**config.mk**
```make
export PLATFORM = sky130hd
export DESIGN_NAME = regfile_mp
export DESIGN_NICKNAME = d
export VERILOG_FILES = /design/src/rtl/regfile_mp.sv
export SDC_FILE = /design/constraint.sdc
export NUM_CORES = 1
export LEC_CHECK = 0
export ABC_AREA = 1
export CAP_MARGIN = 30
export CORE_ASPECT_RATIO = 1.2
export CORE_MARGIN = 2
export CORE_UTILIZATION = 52
export DETAILED_ROUTE_END_ITERATION = 8
export PLACE_DENSITY_LB_ADDON = 0.08
export SYNTH_ARGS = -nofsm -noshare
export SYNTH_HDL_FRONTEND = slang
export SYNTH_SLANG_ARGS = --single-unit
```
**constraint.sdc**
```tcl
create_clock -name clk -period 2.9 [get_ports clk]
set_clock_uncertainty 0.1 [all_clocks]
set_input_delay 0.58 -clock clk [delete_from_list [all_inputs] [get_ports clk]]
set_output_delay 0.58 -clock clk [all_outputs]
set_load 0.01 [all_outputs]
```
**src/rtl/regfile_mp.sv**
```systemverilog
// Multi-port register file: binary write port, N_RD registered read ports
// with write-first bypass, and a per-entry busy scoreboard.
module regfile_mp #(
    parameter int DATA_W   = 8,
    parameter int DEPTH    = 32,
    parameter int ADDR_W   = 5,
    parameter int N_RD     = 2,
    parameter int ZERO_REG = 0
) (
    input  logic                     clk,
    input  logic                     rst,
    input  logic                     we,
    input  logic [ADDR_W-1:0]        waddr,
    input  logic [DATA_W-1:0]        wdata,
    input  logic                     alloc_en,
    input  logic [ADDR_W-1:0]        alloc_addr,
    input  logic [N_RD-1:0]          rd_en,
    input  logic [N_RD*ADDR_W-1:0]   rd_addr,
    output logic [N_RD*DATA_W-1:0]   rd_data,
    output logic [N_RD-1:0]          rd_valid,
    output logic [N_RD-1:0]          rd_busy,
    output logic [DEPTH*DATA_W-1:0]  regs_out,
    output logic [DEPTH-1:0]         busy_out,
    output logic                     err_oob
);

    localparam logic [ADDR_W:0] DEPTH_L = (ADDR_W+1)'(DEPTH);

    logic [DATA_W-1:0]      mem [DEPTH];
    logic [DEPTH-1:0]       busy;
    logic [DEPTH-1:0]       busy_nxt;
    logic                   wr_hit;
    logic                   al_hit;
    logic                   oob;
    logic [N_RD*DATA_W-1:0] rd_data_d;
    logic [N_RD-1:0]        rd_busy_d;
    logic [ADDR_W-1:0]      ra;

    function automatic logic in_rng(input logic [ADDR_W-1:0] a);
        return {1'b0, a} < DEPTH_L;
    endfunction

    function automatic logic is_zero(input logic [ADDR_W-1:0] a);
        return (ZERO_REG != 0) && (a == '0);
    endfunction

    // Alloc is applied after the write so a same-entry pair leaves it busy.
    always_comb begin
        wr_hit   = we && in_rng(waddr) && !is_zero(waddr);
        al_hit   = alloc_en && in_rng(alloc_addr) && !is_zero(alloc_addr);
        oob      = (we && !in_rng(waddr)) ||
                   (alloc_en && !in_rng(alloc_addr));
        busy_nxt = busy;
        if (wr_hit) busy_nxt[waddr] = 1'b0;
        if (al_hit) busy_nxt[alloc_addr] = 1'b1;
    end

    always_comb begin
        rd_data_d = '0;
        rd_busy_d = '0;
        ra        = '0;
        for (int k = 0; k < N_RD; k++) begin
            ra = rd_addr[k*ADDR_W +: ADDR_W];
            if (in_rng(ra) && !is_zero(ra)) begin
                rd_data_d[k*DATA_W +: DATA_W] =
                    (wr_hit && ra == waddr) ? wdata : mem[ra];
                rd_busy_d[k] = busy_nxt[ra];
            end
        end
    end

    always_ff @(posedge clk) begin
        if (rst) begin
            for (int i = 0; i < DEPTH; i++) mem[i] <= '0;
            busy     <= '0;
            rd_data  <= '0;
            rd_valid <= '0;
            rd_busy  <= '0;
            err_oob  <= 1'b0;
        end else begin
            if (wr_hit) mem[waddr] <= wdata;
            busy     <= busy_nxt;
            err_oob  <= err_oob | oob;
            rd_valid <= rd_en;
            for (int k = 0; k < N_RD; k++) begin
                if (rd_en[k]) begin
                    rd_data[k*DATA_W +: DATA_W] <=
                        rd_data_d[k*DATA_W +: DATA_W];
                    rd_busy[k] <= rd_busy_d[k];
                end
            end
        end
    end

    for (genvar i = 0; i < DEPTH; i++) begin : g_view
        assign regs_out[i*DATA_W +: DATA_W] = mem[i];
    end

    assign busy_out = busy;

endmodule
```
==> results of run 1 <==
-- metal layers --
metal	GRT usage	vias to the layer above	share of wire
met5	0	-	0.00011
met3	0.104	300	0.15
met4	0.233	2	0.060
met2	0.642	1749	0.44
met1	0.553	8578	0.35
li1	-	7824	-
-- worst max path at each step --
stage,from,end,slack [ps],cells past startpoint
5_1_grt,waddr[2],rd_busy[1]$_SDFFE_PP0P_,490,12
6_report,busy_out[4]$_SDFF_PP0_,busy_out[4],560,1
3_5_place_dp,waddr[2],rd_busy[0]$_SDFFE_PP0P_,110,12
4_1_cts,busy_out[4]$_SDFF_PP0_,busy_out[4],540,1
3_3_place_gp,waddr[2],rd_busy[0]$_SDFFE_PP0P_,140,10
2_1_floorplan,rst,mem[15][0]$_SDFFCE_PN0P_,700,6
-- per-stage QoR --
step | utilization | hold slack [ps] | power [W] | area, um^2 | std cells
global placement | 0.651 | 414 | 0.00735 | 20900 | 2745
global route | 0.682 | 453 | 0.0117 | 21900 | 2803
CTS | 0.682 | 432 | 0.0113 | 21900 | 2803
finish | 0.682 | 436 | 0.0114 | 21900 | 2803
floorplan | - | 412 | 0.00626 | 16800 | 2075
detailed placement | 0.651 | 413 | 0.00739 | 20900 | 2745
-- power breakdown --
group | internal, W | total [W] | switching (W)
Sequential | 0.00503 | 0.00527 | 0.000245
Combinational | 0.000817 | 0.00211 | 0.00129
Clock | 0.00223 | 0.00407 | 0.00183
-- worst reg2reg max path, delay by kind of cell, from the launching register on --
family	cells	cell delay, ps
compound gates	5	660
buf+inv	1	100
flops	1	410
simple gates	2	430
-- area by class of cell --
class,instances,share of cell area
Clock buffer,35,0.0362
Clock inverter,23,0.00933
Inverter,54,0.00938
Multi-Input combinational cell,1549,0.326
Sequential cell,308,0.399
Tap cell,407,0.0233
Timing Repair Buffer,427,0.196
-- Yosys cell counts --
library cell	count	area share
a21oi_1	98	0.029
a21oi_2	4	0.0021
a221oi_1	1	0.00052
a221oi_2	2	0.0018
buf_1	6	0.0013
buf_2	48	0.014
buf_4	13	0.0058
buf_6	8	0.0053
clkbuf_1	88	0.020
clkbuf_2	1	0.00030
clkinv_1	14	0.0031
conb_1	1	0.00022
dfxtp_1	52	0.062
edfxtp_1	256	0.46
inv_1	34	0.0076
inv_2	6	0.0013
nand2_1	273	0.061
nand2_2	5	0.0019
nand3_1	202	0.060
nand3_2	1	0.00059
nand4_2	1	0.00074
nor2_1	519	0.12
nor2_2	4	0.0015
nor2_4	2	0.0013
nor3_1	2	0.00059
nor3_2	3	0.0018
nor3_4	1	0.00097
o211ai_1	24	0.011
o21a_1	1	0.00045
o21ai_0	298	0.089
o21ai_1	4	0.0012
o221ai_1	30	0.016
o22ai_1	71	0.026
xnor2_1	1	0.00052
xor2_1	1	0.00052
-- state kept, by name, indices dropped and copies added (netlist names) --
register	count
rd_valid	2
mem	256
rd_busy	2
busy_out	32
rd_data	16
-- cells by family (layout without fill, tap and decap cells) --
logic type,after synthesis,after routing,share of synthesized area
buffers and inverters,218,539,0.0587
flip-flops,308,308,0.518
XOR/XNOR,2,2,0.00104
AO/OA/AOI/OAI,533,533,0.176
other,1,1,0.000223
AND/OR/NAND/NOR,1013,1013,0.246
==> impl_metrics.env, run 1 <==
export IMPL_drtIter0Drc=2943
export IMPL_fin_setup_tns_ps=0
export IMPL_endpoint_kind="output pin"
export IMPL_startpoint_type="flop"
export IMPL_crit_fanout=2
export IMPL_path_cells="clkdlybuf4s50_1"
export IMPL_ys_seq_elements=308
export IMPL_die_area_mm2=0.0339
export IMPL_cts_buffers=31
export IMPL_clock_sinks=308
export IMPL_path_delay_family="buffers and inverters"
export IMPL_syn_to_final_growth_pct=29.8
export IMPL_synth_cell_types=35
export IMPL_timing_final_crit_share=0.808
export IMPL_ctsLongestPathBuffers=3
export IMPL_core_rowCount=72
export IMPL_rr_endpoint="rd_data[4]$_SDFFE_PP0P_"
export IMPL_max_slew_margin=0.441
export IMPL_ios=343
export IMPL_hold_viol_final=0
export IMPL_rr_worst_depth=8
export IMPL_nNetsFinal=2405
export IMPL_grt_overflow=0
export IMPL_fmax_mhz=427
export IMPL_grt_setup_unrepaired="no"
export IMPL_cts_root_buf="clkbuf_16"
export IMPL_seqCellArea_mm2=0.00873
export IMPL_most_common_layout_cells="519 x nor2_1, 337 x clkdlybuf4s50_1, 298 x o21ai_0"
export IMPL_postCtsSetupBuffers=0
export IMPL_vias=18500
export IMPL_slew_violations=0
export IMPL_yosysSeqAreaShare=0.518
export IMPL_crit_path_top_delay_cell="clkdlybuf4s50_1"
export IMPL_drtAntennaViolNets=0
export IMPL_worst_pin_slew_ps=833
export IMPL_clk_latency_ps=590
export IMPL_powerDensity_mw_per_mm2=523
export IMPL_setup_viol=0
export IMPL_maxCapViolCount=0
export IMPL_dpl_worst_slack_ps=112
export IMPL_coreArea_mm2=0.0321
export IMPL_gp_congestion=0.946
export IMPL_die_height_um=201
export IMPL_drc=0
export IMPL_ctsResizeCount=0
export IMPL_syn_inst=2075
export IMPL_multiInputGateArea_mm2=0.00713
export IMPL_antenna_cells=0
export IMPL_ir_drop_mv=0.455
export IMPL_total_leakage_power_nw=8.20
export IMPL_clk_pin_slew_ps=70
export IMPL_drt_first_pass_iters=6
export IMPL_port_buffers=341
export IMPL_grt_pass1_wl_mm=107
export IMPL_grt_use_total=0.421
export IMPL_cp_required_ps=2220
export IMPL_wl_per_cell_um=26.4
export IMPL_die_w_um=168
export IMPL_antenna_found_initial=1
export IMPL_holdCritStartpoint="busy_out[14]$_SDFF_PP0_"
export IMPL_r2r_start="mem[1][4]$_SDFFCE_PN0P_"
export IMPL_synth_fp_nets=2109
export IMPL_viasPerCell=6.58
export IMPL_avgSynthCellArea_um2=8.12
export IMPL_critPathBufInv=1
export IMPL_cts_hold_buf=0
export IMPL_htreeDepth=1
export IMPL_fill_cells=2686
export IMPL_slowest_delay_ps=600
export IMPL_min_to="busy_out[14]$_SDFF_PP0_"
export IMPL_yosys_warnings=0
export IMPL_r2r_slack_ps=1090
export IMPL_netlist_area_mm2=0.0168
export IMPL_layout_commonest_cell="nor2_1"
export IMPL_cts_tree="built"
export IMPL_worst_hold_path_type="flop to flop"
export IMPL_drive_gt1_frac=0.0714
export IMPL_drt_wl_total_mm=74.0
export IMPL_whs_path_depth=2
export IMPL_worst_slack_ps=557
export IMPL_period_minus_slack_ps=2340
export IMPL_status="completed"
export IMPL_dp_hpwl_mm=50.3
export IMPL_grt_max_degree=83
export IMPL_path_class="flop to output pin"
export IMPL_cp_data_arrival_time_ps=1660
export IMPL_grt_pass1_vias=17300
export IMPL_start_util=0.525
Note: power is estimated with default switching activity, not from simulation.
==> run 2, diff against run 1 <==
- clock period: 2.9 -> 2.4 ns (I/O delays scaled with it)
==> impl_metrics.env, run 2 (synthesized netlist as in run 1, its figures left out) <==
export IMPL_cts_hold_buf=0
export IMPL_status="completed"
export IMPL_period_minus_slack_ps=2270
export IMPL_clock_sinks=308
export IMPL_drtIter0Drc=3385
export IMPL_place_inst=2887
export IMPL_largest_reg_flops=256
export IMPL_crit_fanout=2
export IMPL_startpoint_type="flop"
export IMPL_ios=343
export IMPL_drt_wl_total_mm=73.7
export IMPL_die_height_um=201
export IMPL_cts_tree="built"
export IMPL_syn_to_final_growth_pct=38.5
export IMPL_drtAntennaViolNets=0
export IMPL_ctsResizeCount=0
export IMPL_vias=19100
export IMPL_layout_commonest_cell="nor2_1"
export IMPL_fill_cells=2413
export IMPL_max_slew_margin=0.660
export IMPL_drt_first_pass_iters=6
export IMPL_clk_latency_ps=580
export IMPL_htreeDepth=1
export IMPL_dp_hpwl_mm=51.3
export IMPL_grt_pass1_wl_mm=108
export IMPL_port_buffers=341
export IMPL_worst_pin_slew_ps=510
export IMPL_postCtsSetupBuffers=0
export IMPL_total_leakage_power_nw=9.00
export IMPL_hold_viol_final=0
export IMPL_ir_drop_mv=0.572
export IMPL_drive_gt1_frac=0.120
export IMPL_largest_register="mem"
export IMPL_coreArea_mm2=0.0321
export IMPL_grt_overflow=0
export IMPL_cp_required_ps=1820
export IMPL_cp_depth=1
export IMPL_fmax_mhz=440
export IMPL_gp_congestion=1.02
export IMPL_worst_hold_path_type="flop to flop"
export IMPL_clk_pin_slew_ps=60
export IMPL_cp_data_arrival_time_ps=1690
export IMPL_drc=0
export IMPL_powerDensity_mw_per_mm2=598
export IMPL_most_common_layout_cells="519 x nor2_1, 337 x clkdlybuf4s50_1, 298 x o21ai_0"
export IMPL_slowest_delay_ps=620
export IMPL_p_total_w=0.0140
export IMPL_cts_root_buf="clkbuf_16"
export IMPL_path_class="flop to output pin"
export IMPL_instances_no_fill=2940
export IMPL_cts_buffers=31
export IMPL_path_delay_family="buffers and inverters"
export IMPL_die_w_um=168
export IMPL_critPathBufInv=1
export IMPL_endpoint_kind="output pin"
export IMPL_antenna_cells=0
export IMPL_die_area_mm2=0.0339
export IMPL_whs_path_depth=2
export IMPL_grt_max_degree=66
export IMPL_grt_pass1_vias=17900
export IMPL_ctsLongestPathBuffers=3
export IMPL_start_util=0.525
export IMPL_wl_per_cell_um=25.1
export IMPL_path_cells="clkdlybuf4s50_1"
export IMPL_setup_viol=0
export IMPL_antenna_found_initial=0
export IMPL_slew_violations=0
export IMPL_timing_final_crit_share=0.946
export IMPL_rr_worst_depth=6
export IMPL_crit_path_top_delay_cell="clkdlybuf4s50_1"
export IMPL_nNetsFinal=2547
export IMPL_core_rowCount=72
export IMPL_grt_use_total=0.422
export IMPL_viasPerCell=6.48
export IMPL_grt_setup_unrepaired="no"
export IMPL_maxCapViolCount=0
[run 2: cell types whose count changed in the layout (fill, tap and decap cells not counted), sizes merged]
cell / before / now
bufinv: 3 / 4
clkinv: 29 / 27
clkbuf: 35 / 36
clkinvlp: 3 / 1
inv: 42 / 39
buf: 90 / 232
[run 2: worst paths after layout]
path	slack (ps)	endpoint	from
hold / removal	420	busy_out[14]$_SDFF_PP0_	busy_out[14]$_SDFF_PP0_
hold reg to reg	420	busy_out[14]$_SDFF_PP0_	busy_out[14]$_SDFF_PP0_
setup / recovery	130	busy_out[3]	busy_out[3]$_SDFF_PP0_
setup reg to reg	670	rd_data[9]$_SDFFE_PP0P_	mem[9][1]$_SDFFCE_PN0P_
[run 2: final cells by class]
cell class              instances  area, um^2  area share
repair buffers                569        5790       0.248
well taps                     407         509      0.0218
multi-input cells            1549        7130       0.306
inverters                      54         205     0.00879
clock buffers                  36         795      0.0340
clock inverters                17         180     0.00772
flip-flops and latches        308        8730       0.374
[run 2: per-stage QoR]
stage	cell area (um^2)	setup TNS (ps)	util	hold WS, ps	worst slack (ps)
6_report	23300	0	0.728	424	129
5_1_grt	23300	0	0.728	449	125
4_1_cts	23300	0	0.728	426	141
3_5_place_dp	22400	-7600	0.697	412	-202
3_3_place_gp	22400	-3270	0.697	417	-133
2_1_floorplan	16800	0	-	412	304
[run 2: power by group]
| group | switching [W] | internal (W) | total (W) |
|---|---|---|---|
| Clock | 0.00208 | 0.00277 | 0.00485 |
| Sequential | 0.000297 | 0.00607 | 0.00637 |
| Combinational | 0.00158 | 0.00116 | 0.00274 |
| Total | 0.00396 | 0.0100 | 0.0140 |
[run 2: layer usage]
metal	GRT usage	up-vias	routed length [um]
met1	0.555	8812	25600
met5	0	-	0
met4	0.216	0	4310
met3	0.0960	358	10600
li1	-	8099	-
met2	0.657	1791	33200
